===== src/rtl/cv32e40s_fencei_sequencer_if.sv =====
// fence.i flush handshake bundle between controller/cache environment and the sequencer.
interface cv32e40s_fencei_sequencer_if #(
    parameter int LAT_WIDTH = 16
);
    logic                 fencei_start_i;
    logic                 lsu_busy_i;
    logic                 fencei_flush_ack_i;
    logic                 fencei_flush_req_o;
    logic                 fencei_done_o;
    logic                 busy_o;
    logic                 timeout_err_o;
    logic [LAT_WIDTH-1:0] latency_o;

    modport master (
        output fencei_start_i, lsu_busy_i, fencei_flush_ack_i,
        input  fencei_flush_req_o, fencei_done_o, busy_o, timeout_err_o, latency_o
    );

    modport slave (
        input  fencei_start_i, lsu_busy_i, fencei_flush_ack_i,
        output fencei_flush_req_o, fencei_done_o, busy_o, timeout_err_o, latency_o
    );
endinterface


===== src/rtl/cv32e40s_fencei_sequencer.sv =====
// fence.i sequencer: drain LSU, run the flush req/ack handshake, pulse done, report latency/timeout.
module cv32e40s_fencei_sequencer #(
    parameter int TIMEOUT_CYCLES = 256,
    parameter int LAT_WIDTH      = 16
) (
    input logic clk,
    input logic rst_n,
    cv32e40s_fencei_sequencer_if.slave bus
);
    localparam int TW = (TIMEOUT_CYCLES < 1) ? 1 : $clog2(TIMEOUT_CYCLES + 1);
    localparam logic [TW-1:0] TMO_MAX  = TW'(TIMEOUT_CYCLES);
    localparam logic [TW-1:0] TMO_LAST = TW'((TIMEOUT_CYCLES == 0) ? 0 : TIMEOUT_CYCLES - 1);

    typedef enum logic [1:0] {IDLE, DRAIN, REQ, DONE} state_e;

    state_e               state, state_nxt;
    logic [LAT_WIDTH-1:0] lat_cnt, latency;
    logic [TW-1:0]        tmo_cnt;
    logic                 timeout_err;

    always_ff @(posedge clk or negedge rst_n) begin
        if (!rst_n) state <= IDLE;
        else        state <= state_nxt;
    end

    always_comb begin
        state_nxt = state;
        case (state)
            IDLE:  if (bus.fencei_start_i) state_nxt = bus.lsu_busy_i ? DRAIN : REQ;
            DRAIN: if (!bus.lsu_busy_i) state_nxt = REQ;
            REQ:   if (bus.fencei_flush_ack_i) state_nxt = DONE;
            DONE:  state_nxt = IDLE;
            default: state_nxt = IDLE;
        endcase
    end

    always_ff @(posedge clk or negedge rst_n) begin
        if (!rst_n) begin
            lat_cnt     <= '0;
            tmo_cnt     <= '0;
            timeout_err <= 1'b0;
            latency     <= '0;
        end else if (state == IDLE) begin
            if (bus.fencei_start_i) begin
                lat_cnt     <= '0;
                tmo_cnt     <= '0;
                timeout_err <= 1'b0;
            end
        end else begin
            if (lat_cnt != '1) lat_cnt <= lat_cnt + 1'b1;
            if (state == REQ && !bus.fencei_flush_ack_i) begin
                if (tmo_cnt != TMO_MAX) tmo_cnt <= tmo_cnt + 1'b1;
                if (TIMEOUT_CYCLES != 0 && tmo_cnt == TMO_LAST) timeout_err <= 1'b1;
            end
            // DONE cycle itself is included in the reported latency
            if (state == DONE) latency <= (lat_cnt == '1) ? lat_cnt : lat_cnt + 1'b1;
        end
    end

    assign bus.fencei_flush_req_o = (state == REQ);
    assign bus.fencei_done_o      = (state == DONE);
    assign bus.busy_o             = (state != IDLE);
    assign bus.timeout_err_o      = timeout_err;
    assign bus.latency_o          = latency;

    a_req_stable: assert property (@(posedge clk) disable iff (!rst_n)
        bus.fencei_flush_req_o && !bus.fencei_flush_ack_i |=> bus.fencei_flush_req_o);
    a_done_pulse: assert property (@(posedge clk) disable iff (!rst_n)
        bus.fencei_done_o |=> !bus.fencei_done_o);
    a_done_after_ack: assert property (@(posedge clk) disable iff (!rst_n)
        bus.fencei_done_o |-> $past(bus.fencei_flush_req_o && bus.fencei_flush_ack_i));
    a_req_needs_busy: assert property (@(posedge clk) disable iff (!rst_n)
        !bus.busy_o |-> !bus.fencei_flush_req_o);
    a_start_while_busy: assert property (@(posedge clk) disable iff (!rst_n)
        !(bus.fencei_start_i && bus.busy_o))
        else $warning("fencei_start_i while sequencer busy; ignored");
    a_ack_without_req: assert property (@(posedge clk) disable iff (!rst_n)
        !(bus.fencei_flush_ack_i && !bus.fencei_flush_req_o))
        else $warning("fencei_flush_ack_i without request; ignored");
endmodule

===== src/flat_wrapper.sv =====
// flat-port wrapper written by rule: the top's interface ports become plain ports
module cv32e40s_fencei_sequencer_flat 
#(
    parameter int TIMEOUT_CYCLES = 256,
    parameter int LAT_WIDTH      = 16
)
  (clk, rst_n, bus_fencei_start_i, bus_lsu_busy_i, bus_fencei_flush_ack_i, bus_fencei_flush_req_o, bus_fencei_done_o, bus_busy_o, bus_timeout_err_o, bus_latency_o);
  cv32e40s_fencei_sequencer_if #(.LAT_WIDTH(LAT_WIDTH)) bus_i ();
  input logic clk;
  input logic rst_n;
  input wire logic [$bits(bus_i.fencei_start_i)-1:0] bus_fencei_start_i;
  input wire logic [$bits(bus_i.lsu_busy_i)-1:0] bus_lsu_busy_i;
  input wire logic [$bits(bus_i.fencei_flush_ack_i)-1:0] bus_fencei_flush_ack_i;
  output wire logic [$bits(bus_i.fencei_flush_req_o)-1:0] bus_fencei_flush_req_o;
  output wire logic [$bits(bus_i.fencei_done_o)-1:0] bus_fencei_done_o;
  output wire logic [$bits(bus_i.busy_o)-1:0] bus_busy_o;
  output wire logic [$bits(bus_i.timeout_err_o)-1:0] bus_timeout_err_o;
  output wire logic [$bits(bus_i.latency_o)-1:0] bus_latency_o;
  assign bus_i.fencei_start_i = bus_fencei_start_i;
  assign bus_i.lsu_busy_i = bus_lsu_busy_i;
  assign bus_i.fencei_flush_ack_i = bus_fencei_flush_ack_i;
  assign bus_fencei_flush_req_o = bus_i.fencei_flush_req_o;
  assign bus_fencei_done_o = bus_i.fencei_done_o;
  assign bus_busy_o = bus_i.busy_o;
  assign bus_timeout_err_o = bus_i.timeout_err_o;
  assign bus_latency_o = bus_i.latency_o;
  cv32e40s_fencei_sequencer #(.TIMEOUT_CYCLES(TIMEOUT_CYCLES), .LAT_WIDTH(LAT_WIDTH)) u_core (.clk(clk), .rst_n(rst_n), .bus(bus_i));
endmodule

===== config.mk =====
export PLATFORM = sky130hd
export DESIGN_NAME = cv32e40s_fencei_sequencer_flat
export DESIGN_NICKNAME = d
export VERILOG_FILES = /design/src/rtl/cv32e40s_fencei_sequencer_if.sv /design/src/rtl/cv32e40s_fencei_sequencer.sv /design/src/flat_wrapper.sv
export SDC_FILE = /design/constraint.sdc
export NUM_CORES = 1
export LEC_CHECK = 0
export BUFFER_PORTS_ARGS = -buffer_cell sky130_fd_sc_hd__buf_4
export CORE_MARGIN = 5
export CORE_UTILIZATION = 40
export CTS_CLUSTER_DIAMETER = 100
export DETAILED_ROUTE_END_ITERATION = 10
export SYNTH_ARGS = -nofsm -noshare
export SYNTH_HDL_FRONTEND = slang
export SYNTH_SLANG_ARGS = --single-unit

===== constraint.sdc =====
create_clock -name clk -period 4.7 [get_ports clk]
set_input_delay 1.175 -clock clk [delete_from_list [all_inputs] [get_ports clk]]
set_output_delay 1.175 -clock clk [all_outputs]
set_load 0.005 [all_outputs]

# Word level (Yosys, flattened, before mapping)
# Index checks and enable logic that the tools add are counted.
[word_totals]
regBits = 44
inputBits = 5
out_inout_bits = 20
[classes]
addsub = 2
n_eq_ne = 10
n_mux = 17
n_bitwise = 1
reduce_logical = 13
[ops]
columns = ["cell", "count"]
rows = [
  ["$mux 16", 4],
  ["$mux 9", 4],
  ["$add 16x1->16 const B", 1],
  ["$eq 16x16->1 const B", 1],
  ["$ne 16x16->1 const B", 1],
  ["$reduce_bool 2->1", 5],
  ["$add 9x1->9 const B", 1],
  ["$eq 9x8->1 const B", 1],
  ["$ne 9x9->1 const B", 1],
  ["$reduce_and 3->1", 3],
  ["$mux 2", 4],
  ["$pmux 2 s4", 1],
  ["$ne 2x2->1 const B", 3],
  ["$eq 2x2->1 const B", 2],
  ["$mux 1", 4],
  ["$reduce_and 2->1", 2],
  ["$eq 2x1->1 const B", 1],
  ["$logic_not 2->1", 1],
  ["$logic_and 1x1->1", 1],
  ["$logic_not 1->1", 1],
  ["$not 1->1", 1],
]

# Logic depth before layout (Yosys ltp)
# Gate-level depths: netlist of the first run.
[depth]
ltp_word = 4
ltp_mapped = 8

# Worst setup path after synthesis of the first run
# OpenSTA, ideal clock, no wires.
[synth_timing]
path_kind = "input-to-reg"
startpoint = "input bus_fencei_flush_ack_i"
endpoint = "register u_core.tmo_cnt[7]"
arrival_ns = 2.250
required_time_ns = 4.577
slack_ns = 2.327
stages = 5
path_buffers = 1
path_cell_list = "or3b_1 a21oi_1 buf_2 nand4_1 mux2i_1"
[synth_between]
elab_chain_cells = 4
[synth_lines]
columns = ["item", "line_no", "rtl"]
rows = [
  ["start: declaration", "flat_wrapper.sv:13", "input wire logic [$bits(bus_i.fencei_flush_ack_i)-1:0] bus_fencei_flush_ack_i;"],
  ["$logic_not 1->1", "cv32e40s_fencei_sequencer.sv:51", "if (state == REQ && !bus.fencei_flush_ack_i) begin"],
  ["$logic_and 1x1->1", "cv32e40s_fencei_sequencer.sv:51", ""],
  ["$reduce_bool 2->1 (no source line)", "n/a", ""],
  ["$reduce_and 3->1 (no source line)", "n/a", ""],
  ["end signal: assignment", "cv32e40s_fencei_sequencer.sv:52", "if (tmo_cnt != TMO_MAX) tmo_cnt <= tmo_cnt + 1'b1;"],
  ["end: declaration", "cv32e40s_fencei_sequencer.sv:18", "logic [TW-1:0] tmo_cnt;"],
]
# No other way between the ends.
# A chain may end at the register's enable or synchronous reset.

# Worst setup path after layout of the first run
[layout_timing]
startpoint = "register u_core.state[1]"
endpoint = "output bus_busy_o"
[layout_between]
elab_chain_cells = 1
[layout_lines]
columns = ["item", "line_no", "rtl"]
rows = [
  ["start: declaration", "cv32e40s_fencei_sequencer.sv:16", "state_e state, state_nxt;"],
  ["start signal: assignment", "cv32e40s_fencei_sequencer.sv:23", "else state <= state_nxt;"],
  ["$reduce_bool 2->1", "cv32e40s_fencei_sequencer.sv:62", "assign bus.busy_o = (state != IDLE);"],
  ["end: declaration", "flat_wrapper.sv:16", "output wire logic [$bits(bus_i.busy_o)-1:0] bus_busy_o;"],
]
# No other way between the ends.

==> metrics.txt, run 1 <==
status=finished clean; CTS Hold Bufs=0; WL final=5.11 mm; Via Count=1860; Initial Util=0.415; worst path arrival time=1.86 ns; Crit path max-delay family=buffers and inverters; post-route minimum period=3.04 ns; max incr delay on CP=0.40 ns; commonest non-fill, non-tap cells in the layout=dfrtp_1 (44), nand2_1 (27), buf_4 (25), a31oi_1 (22), nor2_1 (20); PwrDens=521 nW/um2; setup TNS=0 ns; layout cell share with drive strength beyond 1=0.161; share of the synthesized area in the top cell type=0.445; fmax=0.329 GHz; Initial DRC Count=124; Die Ht=88.6 um; # diodes=0; post-CTS sizing=0; Cells after Synth=256; clock slew at reported path FFs=0.08 ns; vias in the first global route=1812; setup violators final=0; total power=1.46 mW; max-slew violations=0; DIE AREA=7860 um2; # rows=28; final net count=287; GP Congestion=0.737; Mapped Nets=270; final core area utilization=0.469; commonest non-fill, non-tap cell in the layout=dfrtp_1; number of remaining DRC errors=0; leading area contributor after synthesis=dfrtp_1; register area share after synthesis=0.445; antenna-violating nets left=0; Vias per Instance=5.33; CTS buffer count=5; Post-CTS Setup Bufs=0; Core ar.=5960 um2; Tot GR Track Use=0.144; Clock Sink Count=44; total congestion overflow=0; worst-skew pair later-pin latency=0.29 ns; Yosys cell types=45; Post-synth EDFFs=0; largest net degree at the start of global routing=45; metal3 WL=208 um; Area contributors post-synth=dfrtp_1 (45%), mux2i_1 (5.7%), a31oi_1 (5.6%), ha_1 (4.6%), nand2_1 (4.1%); Synth Flop Type=dfrtp_1; initial antenna violation count=0; CP cell instances=inv_1, ha_1, buf_4, clkinv_1, buf_4; root cell of the clock tree=clkbuf_8; CTS tree=built; startpoint types=flop; CP required=3.52 ns; Clock Path Buffers=2; first-pass GRT wire length=8.79 mm; Relative slew margins=0.305; Hold WC Path Type=flop to flop; Detailed Routing Iterations Pass 1=4; Tightest Pin Transition=1.04 ns; Max-Cap Viols=0; leakage power=1.25 nW; highest-delay cell along the critical path=dfrtp_1; nature of the critical path endpoint=primary output; metal1 wirelength=2.59 mm; H-tree depth=2; Die W=88.6 um; #FFs+latches synth=44; WL/cell=14.6 um; asr flop ratio synth=1.00; WHS=0.490 ns; Final Hold Viols=0; RSZ-0062 raised after global routing=false; Post-DP HPWL=3.48 mm; wire length on met2=2.25 mm; CP max FO=19; final period utilization=0.647; syn avg cell area=9.66 um2; crit path kind=flop to primary output; uppermost layer routed=met4; mapped cell area=2470 um2; clock skew=0.00654 ns; io pins=25; worst path buffer plus inverter count=4; Synth Warn #=0; synthesis-to-layout area growth=12.9%; maximum VDD drop=0.317 mV; PortBufs=24; Top cell by count, worst path=buf_4
==> worst reg2reg max path, delay by kind of cell, from the launching register on <==
family	cells	cell delay, ns
DFF	1	0.41
and+or+nand+nor	2	0.71
adders and majority gates	1	0.20
buffers and inverters	2	0.31
AOI/OAI and AO/OA	2	0.90
==> metrics by stage <==
| stage | std cells | instance area [um2] | setup WS, ns |
|---|---|---|---|
| 2_1_floorplan | 256 | 2470 | 2.33 |
| 3_3_place_gp | 341 | 2690 | 1.75 |
| 3_5_place_dp | 341 | 2690 | 1.72 |
| 4_1_cts | 349 | 2790 | 1.63 |
| 5_1_grt | 349 | 2790 | 1.53 |
| 6_report | 349 | 2790 | 1.66 |
==> flip-flops by register name, summed over array words and instances, names as in the netlist <==
signal / flops
u_core.lat_cnt: 16
u_core.state: 2
u_core.tmo_cnt: 9
u_core.bus.timeout_err_o: 1
u_core.bus.latency_o: 16
==> worst paths after layout <==
path,from,end,slack (ns),depth (start not counted)
max in group asynchronous,rst_n,u_core.bus.latency_o[7],3.44,1
min in group asynchronous,rst_n,u_core.bus.latency_o[3],0.86,1
setup reg to reg,u_core.state[0],u_core.tmo_cnt[6],2.06,7
hold / removal,u_core.bus.latency_o[14],u_core.bus.latency_o[14],0.49,2
hold reg to reg,u_core.bus.latency_o[14],u_core.bus.latency_o[14],0.49,2
setup / recovery,u_core.state[1],bus_busy_o,1.66,5
==> layer usage <==
metal  up-vias  track usage
li1        956            -
met1       871        0.199
met2        28        0.225
met3         5       0.0279
met4         0       0.0495
met5         -            0
==> cell type report <==
cell class,count,area (um2)
fill,597,3160
multi-input combinational,183,1250
sequential,44,1100
clock buffer,6,72.6
inverter,14,52.6
clock inverter,2,35.0
tap,75,93.8
timing repair buffer,25,188
==> cell usage after synthesis, types with 2 or more instances <==
library cell,n
and3_1,5
o21a_1,2
o31ai_1,2
mux2i_1,14
a41oi_1,2
inv_1,13
a41o_1,2
a31oi_1,22
xor2_1,2
nand2b_1,4
dfrtp_1,44
nand4_1,5
ha_1,9
o21ai_1,3
nand3_1,5
o21ai_0,5
clkbuf_1,7
buf_1,2
buf_2,5
nand3_2,2
nor2_1,20
o211ai_1,3
o211ai_2,4
nor4b_1,2
a21o_1,2
xnor2_1,10
a22o_1,2
nor4_1,3
nand2_1,27
nor3_1,7
a21oi_1,7
==> logic make-up (layout without fill, tap and decap cells) <==
| family | Yosys count | after routing | synth area share |
|---|---|---|---|
| AND/OR/NAND/NOR | 86 | 86 | 0.178 |
| AO/OA/AOI/OAI | 61 | 61 | 0.178 |
| flip-flops | 44 | 44 | 0.445 |
| buffers and inverters | 29 | 47 | 0.0496 |
| multiplexers | 15 | 15 | 0.0612 |
| XOR/XNOR | 12 | 12 | 0.0425 |
| adder cells (fa/ha/maj) | 9 | 9 | 0.0455 |
==> power by group <==
group	internal, mW	switching [mW]	total, mW
logic	0.275	0.309	0.584
clock network	0.158	0.124	0.282
registers	0.490	0.0997	0.589
(Power assumes the default switching activity.)
==> run 2, diff against run 1 <==
Settings changed: ABC_AREA set to 1.
Clock period 4.7 ns to 2.7 ns, I/O delays scaled along.
==> run 2 against run 1 <==
Final cell count grew 29%. Design area grew 3.1%. Flip-flop and latch count is the same. Die area grew 2.0%. Register-to-register slack lost 1.3 ns. Synthesized cell count grew 36%. Global-route usage grew 1.5 points. Clock power grew 54%. Critical path type unchanged. Largest cell class unchanged.
==> metrics.txt, run 2 <==
status=finished clean; Tightest Pin Transition=0.585 ns (-0.458 ns); Yosys cell types=28 (-38%); final net count=387 (+35%); CP required=2.03 ns (-1.49 ns); Detailed Routing Iterations Pass 1=4 (unchanged); Post-DP HPWL=4.11 mm (+18%); max-slew violations=0 (unchanged); setup TNS=0 ns (unchanged); worst-skew pair later-pin latency=0.30 ns (about the same); top-count cell post-synth=nand2_1; first-pass GRT wire length=9.90 mm (+13%); CP cell instances=inv_1, ha_1, inv_1, buf_4; nature of the critical path endpoint=primary output; crit path kind=flop to primary output; register area share after synthesis=0.435 (-0.00969); Relative slew margins=0.610 (+0.305); post-route minimum period=2.25 ns; worst path buffer plus inverter count=3 (-1); startpoint types=flop; CTS tree=built; clock slew at reported path FFs=0.08 ns (about the same); worst path arrival time=1.57 ns (-0.29 ns); commonest non-fill, non-tap cell in the layout=nand2_1; setup violators final=0 (unchanged); Tot GR Track Use=0.159 (+0.0154); Top cell by count, worst path=inv_1; CTS buffer count=5 (unchanged); worst setup margin=0.452 ns (-1.21 ns); CTS Hold Bufs=0 (unchanged); io pins=25 (unchanged); asr flop ratio synth=1.00 (unchanged); # rows=29 (+3.6%); root cell of the clock tree=clkbuf_8; Die W=89.5 um (+0.98%); Crit path max-delay family=buffers and inverters; leakage power=1.51 nW (+21%); DIE AREA=8010 um2 (+2.0%); number of remaining DRC errors=0 (unchanged); share of the synthesized area in the top cell type=0.435 (-0.00969); Clock Sink Count=44 (unchanged); synthesis-to-layout area growth=13.9%; Via Count=2217 (+19%); RSZ-0062 raised after global routing=false; antenna-violating nets left=0 (unchanged); initial antenna violation count=0 (unchanged); Initial Util=0.405 (-0.0102); #FFs+latches synth=44 (unchanged); largest net degree at the start of global routing=45 (unchanged); Area contributors post-synth=dfrtp_1 (44%), nand2_1 (18%), nand3_1 (7.7%), nor2_1 (6.4%), ha_1 (4.5%); Post-synth EDFFs=0 (unchanged); CP max FO=11 (-8); layout cell share with drive strength beyond 1=0.118 (-0.0429); most instantiated cells after synthesis=nand2_1 (122), dfrtp_1 (44), nor2_1 (43), nand3_1 (39), inv_1 (30); mapped cell area=2530 um2 (+2.2%); commonest non-fill, non-tap cells in the layout=nand2_1 (122), dfrtp_1 (44), nor2_1 (43), nand3_1 (39), inv_1 (30); Max-Cap Viols=0 (unchanged); H-tree depth=2 (unchanged); Core ar.=6240 um2 (+4.8%); Clock Path Buffers=2 (unchanged); Vias per Instance=4.92 (-7.8%); Hold WC Path Type=input port to async pin; WL/cell=12.9 um (-12%); highest-delay cell along the critical path=dfrtp_1; Final Hold Viols=0 (unchanged); post-layout instance area=2880 um2 (+3.1%); GP Congestion=0.862 (+17%); syn avg cell area=7.29 um2 (-25%); WL final=5.82 mm (+14%); Placement Cell Area=2790 um2 (+3.9%); # diodes=0 (unchanged); Die Ht=89.5 um (+0.98%); Synth Warn #=0 (unchanged); total congestion overflow=0 (unchanged); final period utilization=0.832; Mapped Nets=361 (+34%); Synth Flop Type=dfrtp_1; DP Worst Slack=0.750 ns (-0.967 ns); PortBufs=24 (unchanged); clock skew=0.00599 ns (-0.000550 ns); Worst R2R Setup Slack=0.75 ns (-1.31 ns); max incr delay on CP=0.42 ns (+0.02 ns); WHS=0.358 ns (-0.131 ns); Cells after Synth=347 (+36%); post-CTS sizing=0 (unchanged); vias in the first global route=2140 (+18%); maximum VDD drop=0.562 mV (+77%); fmax=0.445 GHz; leading area contributor after synthesis=dfrtp_1; PwrDens=965 nW/um2 (+85%); Post-CTS Setup Bufs=0 (unchanged); Initial DRC Count=137 (+10%)
run 2: cell types whose count changed after synthesis, sizes merged, moves of 5 or more:
cell    previous run  this run
nand2             27       126
nand3              7        39
nor2              20        48
a31oi             22         0
inv               13        30
mux2i             14         0
o211ai             7         1
xnor2             10         4
and3               5         0
buf                8         3
run 2: kinds of logic (layout without fill, tap and decap cells):
family,Yosys count,after routing,synth area share
buf+inv,39,66,0.0618
compound gates,21,21,0.0450
fa+ha+maj,9,9,0.0445
flops,44,44,0.435
xor+xnor,8,8,0.0277
simple gates,226,226,0.385
run 2: path summary, 6_finish.rpt:
path,start,to,depth (start not counted)
max,u_core.state[0],bus_busy_o,4
min,rst_n,u_core.tmo_cnt[7],1
max reg2reg,u_core.state[0],u_core.tmo_cnt[1],6
min reg2reg,u_core.bus.latency_o[6],u_core.bus.latency_o[6],2
max in group asynchronous,rst_n,u_core.lat_cnt[4],1
min in group clk,u_core.bus.latency_o[6],u_core.bus.latency_o[6],2
run 2: metal layers:
layer,GRT usage,routed length (um),share of wire
met2,0.239,2360,0.41
met1,0.227,3020,0.52
met5,0,0,0
met3,0.0369,365,0.063
met4,0.0514,75,0.013
run 2: layout make-up:
type | count | area [um2]
inverter | 31 | 118
tap | 77 | 96.3
multi-input combinational | 264 | 1270
timing repair buffer | 27 | 203
sequential | 44 | 1100
clock buffer | 8 | 90.1
fill | 664 | 3360
run 2: where the power goes:
group,total [mW],internal (mW),switching (mW)
Clock,0.433,0.209,0.224
Combinational,1.21,0.498,0.717
Sequential,1.13,0.905,0.227
Total,2.78,1.61,1.17
run 2: through the flow:
| stage | instances | total power [mW] | util |
|---|---|---|---|
| finish | 451 | 2.78 | 0.461 |
| global route | 451 | 3.04 | 0.461 |
| CTS | 451 | 2.81 | 0.461 |
| detailed placement | 443 | 2.37 | 0.447 |
| global placement | 443 | 2.34 | 0.447 |
| floorplan | 347 | 1.90 | - |
==> run 3, diff against run 2 <==
Clock period 2.7 ns to 2 ns, I/O delays scaled along.
==> run 3 against run 2 <==
Clock-buffer cell count is 1 lower. Non-clock buffer count rose by 2. First-iteration DRC count down 5.8%. Clock skew rose by 0.0031 ns. Setup slack got worse by 0.37 ns. Flip-flop and latch count stayed put. Sequential power up 35%. Hold slack worse by 0.16 ns. Sequential share of layout area down 0.83 points. Die area is the same. Total power increased by 42%. Via count fell by 0.32%. Critical path type unchanged. Critical endpoint unchanged. Largest cell class unchanged. Largest power group unchanged.
==> metrics.txt, run 3 (synthesis gave the netlist of run 2 again) <==
setup violators final=0 (unchanged); FF-to-FF Start=u_core.lat_cnt[0]; setup TNS=0 ns (unchanged); Tot GR Track Use=0.162 (+0.00297); # rows=29 (unchanged); Initial DRC Count=129 (-5.8%); combinational share of power=0.427 (-0.010); commonest non-fill, non-tap cell in the layout=nand2_1; CP max FO=11 (unchanged); FF-to-FF path depth=9 (+3); Sequential Power Share=0.385 (-0.022); first-pass GRT wire length=10.1 mm (+1.7%); PortBufs=24 (unchanged); Tightest Pin Transition=0.562 ns (-0.0228 ns); Top cell by count, worst path=inv_1; PwrDens=1340 nW/um2 (+39%); largest net degree at the start of global routing=45 (unchanged); Max-Cap Viols=0 (unchanged); clock skew=0.00912 ns (+0.00313 ns); crit path kind=flop to primary output; CP required=1.50 ns (-0.53 ns); filler cell count=645 (-2.9%); post-layout instance area=2940 um2 (+2.2%); Vias per Instance=4.88 (-0.76%); root cell of the clock tree=clkbuf_8; DP Worst Slack=0.141 ns (-0.609 ns); CTS Hold Bufs=0 (unchanged); sw frac=0.399 (-0.0209); worst setup margin=0.0819 ns (-0.370 ns); post-route minimum period=1.92 ns; post-CTS sizing=2 (+2); max incr delay on CP=0.42 ns (about the same); Die W=89.5 um (unchanged); worst path arrival time=1.42 ns (-0.15 ns); CP cell instances=inv_1, ha_4, inv_1, buf_4; WHS=0.201 ns (-0.157 ns); layout cell share with drive strength beyond 1=0.130 (+0.0127); CTS buffer count=5 (unchanged); P_sw=1.58 mW (+35%); FF-to-FF End=u_core.bus.latency_o[13]; Worst R2R Setup Slack=0.27 ns (-0.48 ns); clock slew at reported path FFs=0.08 ns (about the same); Final Hold Viols=0 (unchanged); synthesis-to-layout area growth=16.4%; clock power share=0.189 (+0.033); final net count=389 (+0.52%); Int Pwr=2.37 mW (+47%); Post-CTS Setup Bufs=0 (unchanged); nature of the critical path endpoint=primary output; antenna-violating nets left=0 (unchanged); worst-skew pair later-pin latency=0.30 ns (about the same); H-tree depth=2 (unchanged); RSZ-0062 raised after global routing=false; number of remaining DRC errors=0 (unchanged); # diodes=0 (unchanged); Crit path max-delay family=buffers and inverters; Clock Sink Count=44 (unchanged); CTS tree=built; vias in the first global route=2108 (-1.5%); max-slew violations=0 (unchanged); WL/cell=12.8 um (-1.2%); maximum VDD drop=0.692 mV (+23%); highest-delay cell along the critical path=dfrtp_1; GP Congestion=0.896 (+4.0%); final core area utilization=0.472 (+0.0102); Detailed Routing Iterations Pass 1=4 (unchanged); Relative slew margins=0.625 (+0.0152); io pins=25 (unchanged); Clock Path Buffers=2 (unchanged); commonest non-fill, non-tap cells in the layout=nand2_1 (122), dfrtp_1 (44), nor2_1 (43), nand3_1 (39), inv_1 (30); fmax=0.521 GHz; Initial Util=0.405 (unchanged); worst path buffer plus inverter count=3 (unchanged); leakage power=1.53 nW (+1.9%); DIE AREA=8010 um2 (unchanged); final period utilization=0.959; initial antenna violation count=0 (unchanged); Via Count=2210 (-0.32%); Placement Cell Area=2800 um2 (+0.54%); status=finished clean; Hold WC Path Type=input port to async pin; Post-DP HPWL=4.22 mm (+2.7%); startpoint types=flop; total congestion overflow=0 (unchanged); Die Ht=89.5 um (unchanged); WL final=5.78 mm (-0.76%); Core ar.=6240 um2 (unchanged)
[run 3: changes by cell type in the layout (fill, tap and decap cells not counted)]
cell	previous run	this run
buf_4	27	29
clkbuf_1	2	0
bufinv_16	0	1
clkbuf_8	6	7
ha_1	9	8
ha_4	0	1
[run 3: stage by stage]
step           std cells  total power, mW
3_3_place_gp         445             3.19
5_1_grt              453             4.33
4_1_cts              453             4.01
2_1_floorplan        347             2.56
3_5_place_dp         445             3.21
6_report             453             3.95
[run 3: final cells by class]
type                    instances  area, um2  area share
clock buffers                   7       96.3      0.0327
clock inverters                 1       30.0      0.0102
inverters                      31        118      0.0400
multi-input cells             264       1280       0.436
flip-flops and latches         44       1100       0.374
well taps                      77       96.3      0.0327
repair buffers                 29        218      0.0740
[run 3: routing by layer]
layer | part of all wire | wire length (um) | vias up | track usage
met1 | 0.53 | 3090 | 999 | 0.244
met2 | 0.40 | 2310 | 42 | 0.231
met4 | 0.019 | 112 | 0 | 0.0582
met5 | 0 | 0 | - | 0
met3 | 0.046 | 266 | 9 | 0.0304
li1 | - | - | 1160 | -
[run 3: power groups by stage]
stage,Combinational [mW],Sequential (mW),Clock (mW)
CTS,1.71,1.52,0.774
finish,1.69,1.52,0.746
global route,1.95,1.57,0.804
global placement,1.66,1.53,0
detailed placement,1.67,1.53,0
floorplan,1.08,1.49,0
[run 3: worst max path at each step]
| stage | from | end | depth (start not counted) | slack (ns) |
|---|---|---|---|---|
| after global placement | u_core.state[0] | u_core.tmo_cnt[1] | 5 | 0.18 |
| final | u_core.state[0] | bus_busy_o | 4 | 0.08 |
| after global routing | u_core.state[0] | bus_busy_o | 4 | 0.002 |
| after floorplan | u_core.state[0] | bus_busy_o | 5 | 0.27 |
| after detailed placement | u_core.state[0] | u_core.tmo_cnt[1] | 5 | 0.14 |
| after CTS | u_core.state[0] | bus_busy_o | 4 | 0.07 |
